$ cat src/rtl/capture_pkg.sv
// Shared types and constants for the logic-analyzer capture path.
// Pure declarations; no timing or flow control of its own.
`timescale 1ns/1ps
package capture_pkg;

    localparam int PROBE_CHANNELS = 8;
    localparam int FIFO_DEPTH     = 32768;

    typedef enum logic [2:0] {
        ST_IDLE,
        ST_CLEAR,
        ST_ARMED,
        ST_CAPTURE,
        ST_DONE
    } capture_state_t;

    // A channel outside the mask never blocks a match, so mask = 0 always matches.
    function automatic logic probe_match(input logic [PROBE_CHANNELS-1:0] sample,
                                         input logic [PROBE_CHANNELS-1:0] value,
                                         input logic [PROBE_CHANNELS-1:0] mask);
        return ((sample ^ value) & mask) == '0;
    endfunction

endpackage

$ cat src/rtl/sample_prescaler.sv
// Sample-rate divider: tick once every div+1 clocks, combinationally from the count.
// Zero latency on tick; load restarts the count at 0 on the next edge. No backpressure.
`timescale 1ns/1ps
module sample_prescaler #(
    parameter int DIV_WIDTH = 16
) (
    input  logic                 clk,
    input  logic                 reset_n,
    input  logic                 load,
    input  logic [DIV_WIDTH-1:0] div,
    output logic                 tick
);

    logic [DIV_WIDTH-1:0] cnt_q;
    logic [DIV_WIDTH-1:0] cnt_d;

    assign tick = (cnt_q == div);

    always_comb begin
        cnt_d = cnt_q + 1'b1;
        if (load || tick) begin
            cnt_d = '0;
        end
    end

    always_ff @(posedge clk or negedge reset_n) begin
        if (!reset_n) begin
            cnt_q <= '0;
        end else begin
            cnt_q <= cnt_d;
        end
    end

endmodule

$ cat src/rtl/sample_capture.sv
// Capture controller: sync probes, wait for trigger, stream post-trigger samples to sample_fifo.
// Sample path is 2 flops; write strobe is combinational and never issued while fifo_full.
`timescale 1ns/1ps
module sample_capture import capture_pkg::*; #(
    parameter int DIV_WIDTH   = 16,
    parameter int COUNT_WIDTH = 16
) (
    input  logic                      clk,
    input  logic                      reset_n,
    input  logic [PROBE_CHANNELS-1:0] probe_in,
    input  logic                      arm,
    input  logic                      abort,
    input  logic [DIV_WIDTH-1:0]      divider,
    input  logic [PROBE_CHANNELS-1:0] trig_mask,
    input  logic [PROBE_CHANNELS-1:0] trig_value,
    input  logic                      trig_edge,
    input  logic [COUNT_WIDTH-1:0]    post_count,
    output logic                      fifo_wr_en,
    output logic                      fifo_clear,
    output logic [PROBE_CHANNELS-1:0] fifo_data,
    input  logic                      fifo_full,
    output logic                      busy,
    output logic                      triggered,
    output logic                      done,
    output logic                      overflow,
    output logic [COUNT_WIDTH-1:0]    stored_count
);

    capture_state_t            state_q, state_d;
    logic [PROBE_CHANNELS-1:0] sync1_q, data_q;
    logic [DIV_WIDTH-1:0]      div_l_q;
    logic [PROBE_CHANNELS-1:0] mask_l_q, value_l_q;
    logic                      edge_l_q;
    logic [COUNT_WIDTH-1:0]    post_l_q;
    logic                      prev_match_q, triggered_q, done_q, overflow_q, clear_q;
    logic [COUNT_WIDTH-1:0]    count_q, count_inc;
    logic                      tick, match, trig_hit, arm_ok;

    sample_prescaler #(.DIV_WIDTH(DIV_WIDTH)) u_prescaler (
        .clk     (clk),
        .reset_n (reset_n),
        .load    (state_q == ST_CLEAR),
        .div     (div_l_q),
        .tick    (tick)
    );

    assign match     = probe_match(data_q, value_l_q, mask_l_q);
    assign trig_hit  = edge_l_q ? (match && !prev_match_q) : match;
    assign count_inc = count_q + 1'b1;
    assign arm_ok    = arm && !abort && (state_q == ST_IDLE || state_q == ST_DONE);

    always_ff @(posedge clk or negedge reset_n) begin
        if (!reset_n) begin
            state_q <= ST_IDLE;
        end else begin
            state_q <= state_d;
        end
    end

    always_comb begin
        state_d = state_q;
        if (abort) begin
            state_d = ST_IDLE;
        end else begin
            case (state_q)
                ST_IDLE, ST_DONE: if (arm) state_d = ST_CLEAR;
                ST_CLEAR:         state_d = ST_ARMED;
                ST_ARMED: begin
                    if (tick && trig_hit) begin
                        if (fifo_full || post_l_q == COUNT_WIDTH'(1)) state_d = ST_DONE;
                        else                                          state_d = ST_CAPTURE;
                    end
                end
                ST_CAPTURE: begin
                    if (tick) begin
                        if (fifo_full) state_d = ST_DONE;
                        else if (post_l_q != '0 && count_inc == post_l_q) state_d = ST_DONE;
                    end
                end
                default: state_d = ST_IDLE;
            endcase
        end
    end

    // fifo_full already accounts for the previous edge's write, so this can fire every clock.
    always_comb begin
        fifo_wr_en = 1'b0;
        busy       = 1'b0;
        case (state_q)
            ST_CLEAR: busy = 1'b1;
            ST_ARMED: begin
                busy       = 1'b1;
                fifo_wr_en = tick && trig_hit && !fifo_full && !abort;
            end
            ST_CAPTURE: begin
                busy       = 1'b1;
                fifo_wr_en = tick && !fifo_full && !abort;
            end
            default: ;
        endcase
    end

    always_ff @(posedge clk or negedge reset_n) begin
        if (!reset_n) begin
            sync1_q <= '0;
            data_q  <= '0;
        end else begin
            sync1_q <= probe_in;
            data_q  <= sync1_q;
        end
    end

    always_ff @(posedge clk or negedge reset_n) begin
        if (!reset_n) begin
            div_l_q   <= '0;
            mask_l_q  <= '0;
            value_l_q <= '0;
            edge_l_q  <= 1'b0;
            post_l_q  <= '0;
        end else if (arm_ok) begin
            div_l_q   <= divider;
            mask_l_q  <= trig_mask;
            value_l_q <= trig_value;
            edge_l_q  <= trig_edge;
            post_l_q  <= post_count;
        end
    end

    always_ff @(posedge clk or negedge reset_n) begin
        if (!reset_n) begin
            clear_q      <= 1'b0;
            prev_match_q <= 1'b1;
            triggered_q  <= 1'b0;
            done_q       <= 1'b0;
            overflow_q   <= 1'b0;
            count_q      <= '0;
        end else begin
            clear_q <= (state_d == ST_CLEAR);
            if (arm_ok) begin
                triggered_q <= 1'b0;
                done_q      <= 1'b0;
                overflow_q  <= 1'b0;
                count_q     <= '0;
            end else if (!abort) begin
                if (state_q == ST_CLEAR) prev_match_q <= 1'b1;
                if (state_q == ST_ARMED && tick) begin
                    prev_match_q <= match;
                    if (trig_hit) begin
                        triggered_q <= 1'b1;
                        if (fifo_full) overflow_q <= 1'b1;
                    end
                end
                if (state_q == ST_CAPTURE && tick && fifo_full) overflow_q <= 1'b1;
                if (fifo_wr_en) count_q <= count_inc;
                if (state_d == ST_DONE && state_q != ST_DONE) done_q <= 1'b1;
            end
        end
    end

    assign fifo_clear   = clear_q;
    assign fifo_data    = data_q;
    assign triggered    = triggered_q;
    assign done         = done_q;
    assign overflow     = overflow_q;
    assign stored_count = count_q;

endmodule

$ cat config.mk
export PLATFORM = sky130hd
export DESIGN_NAME = sample_capture
export DESIGN_NICKNAME = d
export VERILOG_FILES = /design/src/rtl/capture_pkg.sv /design/src/rtl/sample_prescaler.sv /design/src/rtl/sample_capture.sv
export SDC_FILE = /design/constraint.sdc
export NUM_CORES = 1
export LEC_CHECK = 0
export CORE_MARGIN = 2
export CORE_UTILIZATION = 48
export DETAILED_ROUTE_END_ITERATION = 8
export GPL_TIMING_DRIVEN = 0
export HOLD_SLACK_MARGIN = 0.1
export PLACE_DENSITY_LB_ADDON = 0.05
export SYNTH_ARGS = -nofsm -noshare
export SYNTH_HDL_FRONTEND = slang
export SYNTH_SLANG_ARGS = --single-unit
$ cat constraint.sdc
create_clock -name clk -period 2.7 [get_ports clk]
set_clock_uncertainty 0.15 [all_clocks]
set_input_delay 0.675 -clock clk [delete_from_list [all_inputs] [get_ports clk]]
set_output_delay 0.675 -clock clk [all_outputs]
set_load 0.005 [all_outputs]
==> impl_metrics.tcl, run 1 <==
set metrics [dict create \
    drc 0 \
    setup_viol 14 \
    synth_seq_cells 105 \
    layout-drive-gt1-share 0.127 \
    core-area_um2 10700 \
    slew_headroom 0.672 \
    finalHoldViolations 0 \
    yosys_warnings 0 \
    required_ns 1.88 \
    clk_pin_slew_worst_paths_ns 0.11 \
    n_antenna_cell 0 \
    cp-start-kind "flop" \
    holdCritPathClass "reg -> reg" \
    syn_area_um2 5260 \
    io_pins 92 \
    crit_fanout 2 \
    violations "setup timing" \
    power.density_nw_per_um2 554 \
    p_leak_nw 3.14 \
    finalSetupTns_ns -2.53 \
    vias 4493 \
    critPathArrivalTime_ns 2.53 \
    min_path_cells 0 \
    dieArea_um2 11800 \
    antenna_found_initial 0 \
    tightest_slew_ns 0.492 \
    rows 38 \
    via_per_inst 5.35 \
    finish.instance_area_um2 6890 \
    yosysSeqAreaShare 0.500 \
    max_freq_ghz 0.298 \
    rsz0062_at_grt "yes" \
    end_kind "output port" \
    cts_buffers 9 \
    cap_violations 0 \
    ctsRootBufferMaster "clkbuf_8" \
    grt_overflow 0 \
    ys_types 59 \
    wl_per_cell_um 16.4 \
    worst_slack_ns -0.656 \
    routed_wl_um 13800 \
    worst-setup-path-type "reg -> out" \
    post-dp-hpwl_um 9960 \
    first_global_vias 4430 \
    synth_cells 577 \
    syn_nets 641 \
    gp_congestion 0.889 \
    min_period_ns 3.36 \
    clock_sinks 105 \
    htreeDepth 3 \
    ant_nets 0 \
    cts_tree "done" \
    drtIter0Drc 299 \
    grt_pass1_wl_um 21600 \
    start_util 0.490 \
    syn_to_final_growth_pct 30.9 \
    clock_path_buffers 2 \
    dr.pass1.iters 5 \
    die_y_um 109 \
    io_buffers 91 \
    status "finished, violations left" \
    drv_slew 0 \
    avgSynthCellArea_um2 9.12 \
    vdd_drop_max_uv 316 \
    period_share 1.24 \
    synth_enable_flop_cells 0 \
    synth_ff_type "dfrtp_1" \
    fin_nets 759 \
    placed_cell_area_um2 6380 \
    insertion_delay_ns 0.39 \
    worst_hold_slack_ns 0.211 \
    reg2regPathDepth 10 \
    async_reset_ff_frac 1.00 \
    track_usage 0.242 \
    die_x_um 109 \
    grt_max_degree 74 \
]
power by group:
group / switching [W] / leakage, nW / internal [W]
Clock: 0.000584 / 0.0938 / 0.000380
Sequential: 0.000211 / 1.33 / 0.00180
Combinational: 0.000450 / 1.72 / 0.000399
stage by stage:
stage                     power [W]  setup slack, ns  instances   util
after detailed placement    0.00284            -1.07        809  0.594
after floorplan             0.00249          -0.0502        577      -
after global routing        0.00408           -0.768        840  0.641
after global placement      0.00281            -3.20        808  0.591
final                       0.00382           -0.656        840  0.641
after CTS                   0.00382           -0.730        831  0.620
state kept, by name (all words and copies together), names as in the netlist:
name               cells
div_l_q               16
done                   1
edge_l_q               1
fifo_clear             1
fifo_data              8
mask_l_q               8
overflow               1
post_l_q              16
prev_match_q           1
state_q                3
stored_count          16
sync1_q                8
triggered              1
u_prescaler.cnt_q     16
value_l_q              8
layer usage:
layer  wire (µm)  vias up  GRT usage
li1            -     2191          -
met1        5870     2138      0.297
met2        6970      142      0.420
met3         688       22     0.0490
met4         219        0     0.0897
met5           0        -          0
cell type report:
| class | instances | area [µm²] |
|---|---|---|
| Clock inverter | 6 | 60.1 |
| Multi-Input combinational cell | 428 | 2560 |
| Inverter | 17 | 67.6 |
| Timing Repair Buffer | 108 | 1100 |
| Tap cell | 140 | 175 |
| Fill cell | 926 | 3860 |
| Clock buffer | 10 | 138 |
| Sequential cell | 105 | 2640 |
| Buffer | 26 | 146 |
layout by cell type, fill, tap and decap left out, types with 5 or more instances in the layout:
| cell type | count |
|---|---|
| nand2_1 | 163 |
| dfrtp_1 | 97 |
| clkdlybuf4s50_1 | 89 |
| xor2_1 | 36 |
| nor2_1 | 34 |
| nand3_1 | 19 |
| o21ai_0 | 16 |
| inv_1 | 16 |
| a21oi_1 | 16 |
| xnor2_1 | 16 |
| buf_4 | 13 |
| clkbuf_8 | 10 |
| nand4_1 | 9 |
| clkbuf_1 | 9 |
| nor3_1 | 9 |
| nor4_1 | 7 |
| buf_2 | 7 |
| mux2i_1 | 7 |
| dfrtp_2 | 7 |
| nor4_2 | 6 |
| and2_1 | 6 |
| and3_1 | 5 |
| and4_1 | 5 |
| clkbuf_2 | 5 |
| mux2_4 | 5 |
path summary, 6_finish.rpt:
check / endpoint / startpoint / slack [ns]
max: fifo_wr_en / div_l_q[8] / -0.66
min: fifo_data[0] / sync1_q[0] / 0.21
max reg2reg: stored_count[13] / div_l_q[8] / -0.24
min reg2reg: fifo_data[0] / sync1_q[0] / 0.21
max in group asynchronous: prev_match_q / reset_n / 1.02
min in group asynchronous: stored_count[3] / reset_n / 0.62
synthesized netlist by cell type, types with 5 or more instances:
| cell | count | area [µm²] |
|---|---|---|
| nand2_1 | 163 | 612 |
| dfrtp_1 | 104 | 2600 |
| xor2_1 | 37 | 324 |
| nor2_1 | 35 | 131 |
| nand3_1 | 21 | 105 |
| inv_1 | 17 | 63.8 |
| o21ai_0 | 17 | 85.1 |
| a21oi_1 | 16 | 80.1 |
| clkbuf_1 | 16 | 60.1 |
| xnor2_1 | 16 | 140 |
| nor4_1 | 13 | 81.3 |
| nor3_1 | 10 | 50.1 |
| nand4_1 | 9 | 56.3 |
| buf_2 | 7 | 35.0 |
| mux2i_1 | 7 | 70.1 |
| and2_1 | 6 | 37.5 |
| and3_1 | 6 | 37.5 |
| mux2_2 | 6 | 67.6 |
| and4_1 | 5 | 43.8 |
timing repair:
action / 4_1_cts / 5_1_grt
pin swaps: 6 / 7
setup buffers: 5 / 9
setup endpoints to repair: 70 / 66
hold buffers: 1 / 0
resized for setup: 20 / 30
cloned: 0 / 2
hold endpoints to repair: 16 / 0
worst max-delay path: stages (launching register included):
cell      delay (ns)
dfrtp_1         0.40
xor2_1          0.18
nor4_2          0.36
nand4_1         0.23
or3_4           0.40
a211oi_4        0.26
buf_6           0.15
buf_8           0.09
buf_6           0.08
cells by family (layout without fill, tap and decap cells):
group,after synthesis,after routing,share of synthesized area
xor gates and xnor gates,53,53,0.0882
AOI/OAI and AO/OA,76,76,0.100
buffers and inverters,44,167,0.0373
adders and majority gates,2,2,0.00475
and+or+nand+nor,284,284,0.244
muxes,13,13,0.0262
DFF,105,105,0.500
Note: power is estimated with default switching activity, not from simulation.
==> run 2, diff against run 1 <==
--- a/config.mk
+++ b/config.mk
@@ -7,10 +7,12 @@
 export LEC_CHECK = 0
 export CORE_MARGIN = 2
 export CORE_UTILIZATION = 48
+export CTS_CLUSTER_DIAMETER = 120
 export DETAILED_ROUTE_END_ITERATION = 8
 export GPL_TIMING_DRIVEN = 0
 export HOLD_SLACK_MARGIN = 0.1
 export PLACE_DENSITY_LB_ADDON = 0.05
+export SKIP_CTS_REPAIR_TIMING = 1
 export SYNTH_ARGS = -nofsm -noshare
 export SYNTH_HDL_FRONTEND = slang
 export SYNTH_SLANG_ARGS = --single-unit
==> run 2 against run 1 <==
Effect of this change: the run still ends with setup timing left; combinational power shrank 0.8%; sequential power is essentially flat; sequential share of layout area grew 0.57 points; flip-flop and latch count is the same; cell count shrank 0.60%; count of clock-buffer cells in the layout is the same; clock power shrank 0.5%; global-route usage shrank 0.19 points; total power shrank 0.36%; maximum frequency shrank 3.9%; register-to-register slack lost 0.04 ns; first-iteration DRC count shrank 13%; largest cell class unchanged; largest power group unchanged.
==> impl_metrics.tcl, run 2 (synthesized netlist as in run 1, its figures left out) <==
set metrics [dict create \
    n_antenna_cell 0 \
    setup_viol 15 \
    drc 0 \
    final_common_cell "nand2_1" \
    finish.instance_area_um2 6780 \
    first_global_vias 4389 \
    grt_max_degree 74 \
    finalSetupTns_ns -3.53 \
    holdCritPathClass "reg -> reg" \
    rsz0062_at_grt "yes" \
    die_x_um 109 \
    fin_nets 754 \
    crit_fanout 5 \
    p_int_w 0.00257 \
    cts_buffers 9 \
    drv_slew 0 \
    post-dp-hpwl_um 9960 \
    dr.pass1.iters 5 \
    vdd_drop_max_uv 317 \
    start_util 0.490 \
    wl_per_cell_um 16.1 \
    die_y_um 109 \
    layout_common_cells "nand2_1 (163), dfrtp_1 (100), clkdlybuf4s50_1 (89), xor2_1 (37), nor2_1 (34)" \
    power_switching_w 0.00123 \
    power.density_nw_per_um2 561 \
    gp_congestion 0.889 \
    finalHoldViolations 0 \
    period_share 1.29 \
    nFillCells 955 \
    required_ns 1.88 \
    tightest_slew_ns 0.492 \
    post-place-ws_ns -1.07 \
    via_per_inst 5.32 \
    p_comb_frac 0.221 \
    ant_nets 0 \
    max_freq_ghz 0.286 \
    track_usage 0.240 \
    clock_path_buffers 2 \
    cp-start-kind "flop" \
    ctsRootBufferMaster "clkbuf_8" \
    worst_slack_ns -0.792 \
    antenna_found_initial 0 \
    htreeDepth 3 \
    routed_wl_um 13400 \
    io_pins 92 \
    syn_to_final_growth_pct 28.8 \
    core-area_um2 10700 \
    dieArea_um2 11800 \
    cts_tree "done" \
    p_leak_nw 3.12 \
    worst-setup-path-type "reg -> out" \
    power.share.clock 0.252 \
    p_seq_frac 0.527 \
    min_period_ns 3.49 \
    grt_overflow 0 \
    clk_pin_slew_worst_paths_ns 0.11 \
    layout-drive-gt1-share 0.112 \
    rows 38 \
    end_kind "output port" \
    status "finished, violations left" \
    placed_cell_area_um2 6380 \
    io_buffers 91 \
    vias 4446 \
    clock_sinks 105 \
    cap_violations 0 \
    p_sw_frac 0.324 \
    grt_pass1_wl_um 21500 \
    critPathArrivalTime_ns 2.67 \
    insertion_delay_ns 0.39 \
    slew_headroom 0.672 \
    violations "setup timing" \
    utilization 0.631 \
    drtIter0Drc 259 \
]
==> run 2: stage by stage <==
stage / power, W / cells / hold slack [ns]
after floorplan: 0.00249 / 577 / 0.181
after global placement: 0.00281 / 808 / 0.183
after detailed placement: 0.00284 / 809 / 0.186
after CTS: 0.00381 / 825 / 0.0815
after global routing: 0.00407 / 835 / 0.227
final: 0.00380 / 835 / 0.212
==> run 2: worst paths after layout <==
kind / cells past startpoint / slack [ns] / start / end
setup reg to reg: 9 / -0.28 / u_prescaler.cnt_q[3] / stored_count[11]
hold / removal: 0 / 0.21 / sync1_q[0] / fifo_data[0]
max in group asynchronous: 3 / 1.02 / reset_n / prev_match_q
setup / recovery: 8 / -0.79 / u_prescaler.cnt_q[3] / fifo_wr_en
min in group asynchronous: 2 / 0.63 / reset_n / stored_count[3]
hold reg to reg: 0 / 0.21 / sync1_q[0] / fifo_data[0]
==> run 2: power by group through the flow <==
stage	logic (W)	registers, W	clock network (W)
after global placement	0.000780	0.00203	0
final	0.000842	0.00201	0.000958
after CTS	0.000808	0.00201	0.000997
after floorplan	0.000518	0.00197	0
after detailed placement	0.000802	0.00204	0
after global routing	0.000958	0.00203	0.00108
==> run 2: worst max-delay path, stage by stage, from the launching register on <==
cell and delay (ns):
dfrtp_2 0.45, xor2_1 0.16, nor4_2 0.35, nand4_1 0.25, or3_4 0.41, a211oi_4 0.31
buf_6 0.16, buf_8 0.10, buf_6 0.09
==> run 2: metal layers <==
| metal | GRT usage | vias up | wire (µm) |
|---|---|---|---|
| met5 | 0 | - | 0 |
| met4 | 0.0870 | 0 | 289 |
| met3 | 0.0478 | 24 | 595 |
| met2 | 0.416 | 117 | 6800 |
| met1 | 0.296 | 2119 | 5760 |
| li1 | - | 2186 | - |
==> run 2: final cells by class <==
cell class,instances,area (µm²),share of cell area
buffer,26,146,0.0216
clock buffer,10,138,0.0203
clock inverter,6,60.1,0.00886
inverter,17,67.6,0.00997
multi-input combinational,428,2530,0.374
sequential,105,2630,0.389
tap,140,175,0.0258
timing repair buffer,103,1020,0.151
==> run 3, diff against run 2 <==
--- a/config.mk
+++ b/config.mk
@@ -13,6 +13,7 @@
 export HOLD_SLACK_MARGIN = 0.1
 export PLACE_DENSITY_LB_ADDON = 0.05
 export SKIP_CTS_REPAIR_TIMING = 1
+export SLEW_MARGIN = 10
 export SYNTH_ARGS = -nofsm -noshare
 export SYNTH_HDL_FRONTEND = slang
 export SYNTH_SLANG_ARGS = --single-unit
==> run 3 against run 2 <==
Effect of this change: the flow still finishes with violations (setup timing); sequential share of layout area fell by 0.39 points; core utilization rose by 0.64 points; hold slack got worse by 0.00072 ns; clock power rose by 15%; routed wire length rose by 1.9%; critical path type unchanged; largest cell class unchanged.
==> impl_metrics.tcl, run 3 (synthesized netlist as in run 1, its figures left out) <==
set metrics [dict create \
    status "finished, violations left" \
    violations "setup timing" \
    insertion_delay_ns 0.39 \
    first_global_vias 4309 \
    io_pins 92 \
    clk_pin_slew_worst_paths_ns 0.10 \
    ctsRootBufferMaster "clkbuf_8" \
    crit_slowest_cell "dfrtp_2" \
    final_common_cell "nand2_1" \
    grt_max_degree 84 \
    drtIter0Drc 259 \
    antenna_found_initial 0 \
    tightest_slew_ns 0.503 \
    p_total_w 0.00397 \
    die_y_um 109 \
    finalHoldViolations 0 \
    vdd_drop_max_uv 334 \
    reg2reg_slack_ns -0.27 \
    cp-start-kind "flop" \
    dieArea_um2 11800 \
    cap_violations 0 \
    min_period_ns 3.48 \
    via_per_inst 5.37 \
    slew_headroom 0.664 \
    critPathArrivalTime_ns 2.65 \
    worst-setup-path-type "reg -> out" \
    rows 38 \
    timing.rr.start "u_prescaler.cnt_q[3]" \
    grt_pass1_wl_um 21200 \
    worst_hold_slack_ns 0.211 \
    p_leak_nw 3.17 \
    core-area_um2 10700 \
    syn_to_final_growth_pct 30.1 \
    holdCritPathClass "reg -> reg" \
    drc 0 \
    gp_congestion 0.889 \
    io_buffers 91 \
    max_freq_ghz 0.287 \
    nFillCells 934 \
    wl_per_cell_um 16.4 \
    ant_nets 0 \
    clock_path_buffers 2 \
    startpoint "u_prescaler.cnt_q[3]" \
    cts_tree "done" \
    post-dp-hpwl_um 10000 \
    hp-start "sync1_q[0]" \
    critPathMaxStageDelay_ns 0.45 \
    layout-drive-gt1-share 0.115 \
    track_usage 0.237 \
    grt_overflow 0 \
    drv_slew 0 \
    cts_buffers 9 \
    routed_wl_um 13700 \
    end_kind "output port" \
    rsz0062_at_grt "yes" \
    worstPathCellList "xor2_1 > nor4_2 > nand4_1 > or3_4 > a211oi_4 > buf_6 > buf_8 > buf_6" \
    crit_fanout 5 \
    period_share 1.29 \
    worst_slack_ns -0.779 \
    dr.pass1.iters 5 \
    die_x_um 109 \
    setup_viol 15 \
    power.density_nw_per_um2 579 \
    n_antenna_cell 0 \
    fin_nets 757 \
    vias 4495 \
    post-place-ws_ns -1.06 \
    required_ns 1.88 \
    clock_sinks 105 \
    htreeDepth 3 \
    layout_common_cells "nand2_1 (163), dfrtp_1 (100), clkdlybuf4s50_1 (89), xor2_1 (36), nor2_1 (34)" \
    start_util 0.490 \
    path_common_cell "buf_6" \
]
run 3: final timing paths:
kind	to	cells past startpoint
max in group asynchronous	prev_match_q	3
hold reg to reg	fifo_data[0]	0
min in group asynchronous	stored_count[1]	2
hold / removal	fifo_data[0]	0
setup reg to reg	stored_count[5]	9
setup / recovery	fifo_wr_en	8
run 3: where the power goes:
part           leakage [nW]  switching, W  total (W)  internal [W]
Combinational          1.72      0.000451   0.000858      0.000407
Sequential             1.34      0.000212    0.00201       0.00179
Clock                 0.110      0.000570    0.00110      0.000533
run 3: cell type report:
cell class	instances	area [µm²]	area share
Buffer	26	146	0.0214
Sequential cell	105	2630	0.385
Timing Repair Buffer	106	1050	0.153
Multi-Input combinational cell	428	2550	0.373
Tap cell	140	175	0.0256
Clock inverter	6	98.8	0.0144
Clock buffer	9	124	0.0181
Inverter	17	67.6	0.00987
run 3: routing by layer:
metal	up-vias	routed length, µm	global-route usage
met2	116	7040	0.409
met5	-	0	0
li1	2184	-	-
met3	20	607	0.0448
met4	0	230	0.0778
met1	2175	5820	0.299
run 3: critical path, delay by kind of cell, from the launching register on:
family,cells,cell delay [ns]
simple gates,3,0.97
xor+xnor,1,0.16
buf+inv,3,0.38
compound gates,1,0.32
flops,1,0.45
run 3: stage by stage:
step                cells  instance area (µm²)   util  TNS [ns]
floorplan             577                 5270      -   -0.0502
global placement      808                 6350  0.591   -368.85
detailed placement    809                 6380  0.594    -38.64
CTS                   824                 6600  0.615    -19.97
global route          837                 6850  0.637     -4.42
finish                837                 6850  0.637     -2.73
==> variant 1 (config.mk and constraints of run 1) <==
`DIV_WIDTH` is set to 16 in 2 places; all go to 32.
--- a/src/rtl/sample_prescaler.sv
+++ b/src/rtl/sample_prescaler.sv
@@ -2,7 +2,7 @@
 // Zero latency on tick; load restarts the count at 0 on the next edge. No backpressure.
 `timescale 1ns/1ps
 module sample_prescaler #(
-    parameter int DIV_WIDTH = 16
+    parameter int DIV_WIDTH = 32
 ) (
     input  logic                 clk,
     input  logic                 reset_n,
--- a/src/rtl/sample_capture.sv
+++ b/src/rtl/sample_capture.sv
@@ -2,7 +2,7 @@
 // Sample path is 2 flops; write strobe is combinational and never issued while fifo_full.
 `timescale 1ns/1ps
 module sample_capture import capture_pkg::*; #(
-    parameter int DIV_WIDTH   = 16,
+    parameter int DIV_WIDTH   = 32,
     parameter int COUNT_WIDTH = 16
 ) (
     input  logic                      clk,
Ports: changed (resized divider); port bits go from 92 to 108. No check against the original RTL was run, so the function may have changed too.
==> variant 1 against run 1 <==
The run still ends with negative setup slack left; wire length rose by 14%; synthesized cell count down 0.87%; setup slack gained 0.36 ns; utilization grew 4.0 points; die area grew 22%; highest routed layer unchanged; cell area up 30%; synthesized area is 23% higher; via count increased by 9.9%; non-clock buffer count rose by 31; power increased by 62%; count of clock-buffer cells in the layout increased by 8; largest power group is now the clock network; sequential cell count rose by 32.
==> variant 1: results (changes against run 1) <==
status finished with violations; failing checks negative setup slack; post-synthesis xor/xnor area fraction 12.07% (+3.3 points); register area share after synthesis 53.11% (+3.2 points); placed insts 856 (+5.8%); largest net degree at the start of global routing 79 (+6.8%); sequential power 0.00259 W (+29%); Tot GR Track Use 22.96% (-1.2 points); CTS resizes 45 (+130%); final cell area excluding filler cells 0.008985 sq mm (+30%); Worst R2R Setup Slack -0.15 ns (+0.09 ns); Peak VDD IR 0.4587 mV (+45%); post-CTS setup repair buffer count 22 (+17); Reg2Reg Depth 9 (-1); vias per std cell 5.362 (+0.24%); global-route wire length before repair 25,520 um (+18%); Area contributors post-synth dfrtp_1, mux2_2, xor2_1; via count 4,938 (+9.9%); Area after DPL 0.007795 sq mm (+22%); metal2 WL 8084 um (+16%); clk_lat worst skew 0.42 ns (+0.03 ns); Worst slew margin 53.21% (-14 points); WL/cell 17.08 um (+4.3%); met1 Resource Use GR 27.77% (-1.9 points); hold_ws 0.1944 ns (-0.01687 ns); most frequent cells after synthesis dfrtp_1, mux2_2, xor2_1; CTS root buf clkbuf_16; M3 GR Usage 4.800% (-0.10 points); Power, Total 0.006179 W (+62%); pre-CTS WS -1.382 ns (-0.3095 ns); P_comb 0.000919 W (+8.2%); vias in the first global route 5,072 (+14%); Met1 Wirelength 6637 um (+13%); Syn Nets 652 (+1.7%); hold_sp sync1_q[6]; RePlAce Congestion 0.8918 (+0.28%); number of CTS-inserted buffers 17 (+8); r2r endpoint state_q[0]; clock slew seen by the registers of the worst setup and hold paths 0.06 ns (-0.05 ns); Global Route met2 Usage 40.06% (-2.0 points); Switching Power 0.001546 W (+24%); Critical R2R Launch stored_count[7]; Hold Path End fifo_data[6]; final setup violation count 9 (-5); 1st-iter DRT viols 274 (-8.4%); adder-cell share of the synthesized area 0.3875% (-0.088 points); P_leak 3.903 nW (+24%); PortBufs 107 (+18%); fraction of the mapped netlist area in compound gates 6.820% (-3.2 points); fin worst setup slack -0.2991 ns (+0.3572 ns); H-tree depth 4 (+1); CTS Buffer Depth 2 (unchanged); fraction of layout cells with a size suffix above 1 26.17% (+13 points); Post-DP HPWL 10,910 um (+9.6%); Synth cell types 48 (-19%); metal3 WL 634 um (-7.8%); Pre-Repair DR Iteration Count 4 (-1); fillers 1,019 (+10%); initial antenna violation count 0 (unchanged)
## variant 1: cell count changes after synthesis, moves of 10 or more
cell and delta:
nor2_1 +25, xnor2_1 +10, dfrtp_1 +32, xor2_1 +26, o21ai_0 +11, nand2_1 -132
mux2_2 +58
## variant 1: area by class of cell
class                      count  area share [%]
sequential                   137           38.31
multi-input combinational    399           34.30
timing repair buffer         144           15.26
clock buffer                  18           4.888
clock inverter                14           2.702
tap                          176           2.451
buffer                        21           1.588
inverter                      12          0.5013
## variant 1: how the worst max path moves through the flow
stage,from,to,depth (start not counted)
after floorplan,stored_count[0],state_q[0],9
after global placement,reset_n,div_l_q[12],1
after detailed placement,u_prescaler.cnt_q[7],fifo_wr_en,7
after CTS,u_prescaler.cnt_q[12],fifo_wr_en,7
after global routing,u_prescaler.cnt_q[20],fifo_wr_en,8
final,u_prescaler.cnt_q[22],fifo_wr_en,7
==> variant 2 (settings of run 1) <==
Made on the original files. Take the reset off `data_q` and load it in a clocked block of its own.
--- a/src/rtl/sample_capture.sv
+++ b/src/rtl/sample_capture.sv
@@ -103,11 +103,13 @@
     always_ff @(posedge clk or negedge reset_n) begin
         if (!reset_n) begin
             sync1_q <= '0;
-            data_q  <= '0;
         end else begin
             sync1_q <= probe_in;
-            data_q  <= sync1_q;
         end
+    end
+
+    always_ff @(posedge clk) begin
+        data_q <= sync1_q;
     end
 
     always_ff @(posedge clk or negedge reset_n) begin
Check against the original RTL: differs if reset_n is asserted again (counterexample within 4 cycles, from zero or initial values and one cycle with reset_n low); with reset_n held inactive, the same outputs for 4 cycles.
==> variant 2 against run 1 <==
The flow still finishes with violations (negative setup slack); sequential cell count unchanged; setup slack improved by 0.46 ns; via count grew 1.5%; fmax up 16%; cell area grew 2.3%; wire length grew 0.30%; synthesized area down 2.6%; power up 3.5%; cell count increased by 0.24%; largest cell class is now multi-input combinational cells; largest power group unchanged.
==> variant 2: results (changes against run 1) <==
clock power share 25.5% (+0.3 points); Nets 765 (+0.79%); WL final 13,800 um (+0.30%); global-route wire length before repair 21,740 um (+0.55%); non-clk buf share 19.93% (+1.8 points); vias in the first global route 4,451 (+0.47%); PortBufs 90 (-1.1%); M3 GR Usage 6.114% (+1.2 points); post-CTS setup repair buffer count 17 (+12); Worst-Margin Slew 0.6338 ns (+0.1421 ns); setup_tns -1.938 ns (+0.5879 ns); Global Route met2 Usage 41.00% (-1.0 points); CTS resizes 62 (+210%); Peak VDD IR 0.4170 mV (+32%); area of the multi-input gates 0.002633 sq mm (+2.8%); failing checks negative setup slack; fin worst setup slack -0.1963 ns (+0.4600 ns); number of CTS-inserted buffers 9 (unchanged); DIE AREA 0.01152 sq mm (-2.5%); Slowest cell on crit path dfrtp_2; metal3 WL 775 um (+13%); Tot GR Track Use 24.41% (+0.25 points); vias per std cell 5.417 (+1.3%); register area share after synthesis 50.53% (+0.57 points); post-synthesis xor/xnor area fraction 9.744% (+0.92 points); RePlAce Congestion 0.8787 (-1.2%); largest fanout on the critical path 8 (+6); final setup violation count 16 (+2); Area contributors post-synth dfrtp_1, nand2_1, xor2_1; Syn Nets 630 (-1.7%); adder-cell share of the synthesized area 0.4884% (+0.013 points); Area after DPL 0.006226 sq mm (-2.4%); Reg area 0.002603 sq mm (-1.3%); Hold Path Class in -> async; Net Sw Frac 33.44% (+0.84 points); comb_multi_in 427 (-0.23%); met1 Resource Use GR 30.81% (+1.1 points); Post-Route Utilization 68.28% (+4.2 points); pre-CTS WS -0.9329 ns (+0.1397 ns); 1st-iter DRT viols 242 (-19%); power in the clock group 0.00101 W (+5%); Post-DP HPWL 9240 um (-7.2%); placed insts 793 (-2.0%); fraction of the mapped netlist area in compound gates 7.497% (-2.5 points); fraction of layout cells with a size suffix above 1 17.99% (+5.3 points); status finished with violations; most frequent cells after synthesis nand2_1, dfrtp_1, xor2_1; slowest stage delay, CP 0.43 ns (+0.03 ns); Worst Path Arrival 3.05 ns (+0.52 ns); inverters 8 (-9); Met1 Wirelength 5816 um (-0.94%); Synth cell types 53 (-10%); metal2 WL 6854 um (-1.7%); largest net degree at the start of global routing 58 (-22%); P_leak 3.260 nW (+3.8%)
## variant 2: changes by cell type in the layout (fill, tap and decap cells not counted), moves of 6 or more
cell | before | now
nor3_1 | 9 | 3
o21ai_0 | 16 | 10
buf_6 | 2 | 11
a21oi_1 | 16 | 7
nand2_1 | 163 | 173
nor2b_1 | 0 | 7
buf_4 | 13 | 28
dfrtp_1 | 97 | 85
nand3_1 | 19 | 11
dfxtp_1 | 0 | 8
inv_1 | 16 | 7
## variant 2: final timing paths
kind	startpoint	end	slack (ns)	depth (start not counted)
max reg2reg	u_prescaler.cnt_q[2]	stored_count[8]	-0.20	9
max in group asynchronous	reset_n	prev_match_q	1.56	2
min reg2reg	sync1_q[6]	fifo_data[6]	0.20	0
min	reset_n	stored_count[3]	0.12	1
max	u_prescaler.cnt_q[2]	stored_count[8]	-0.20	9
min in group clk	sync1_q[6]	fifo_data[6]	0.20	0
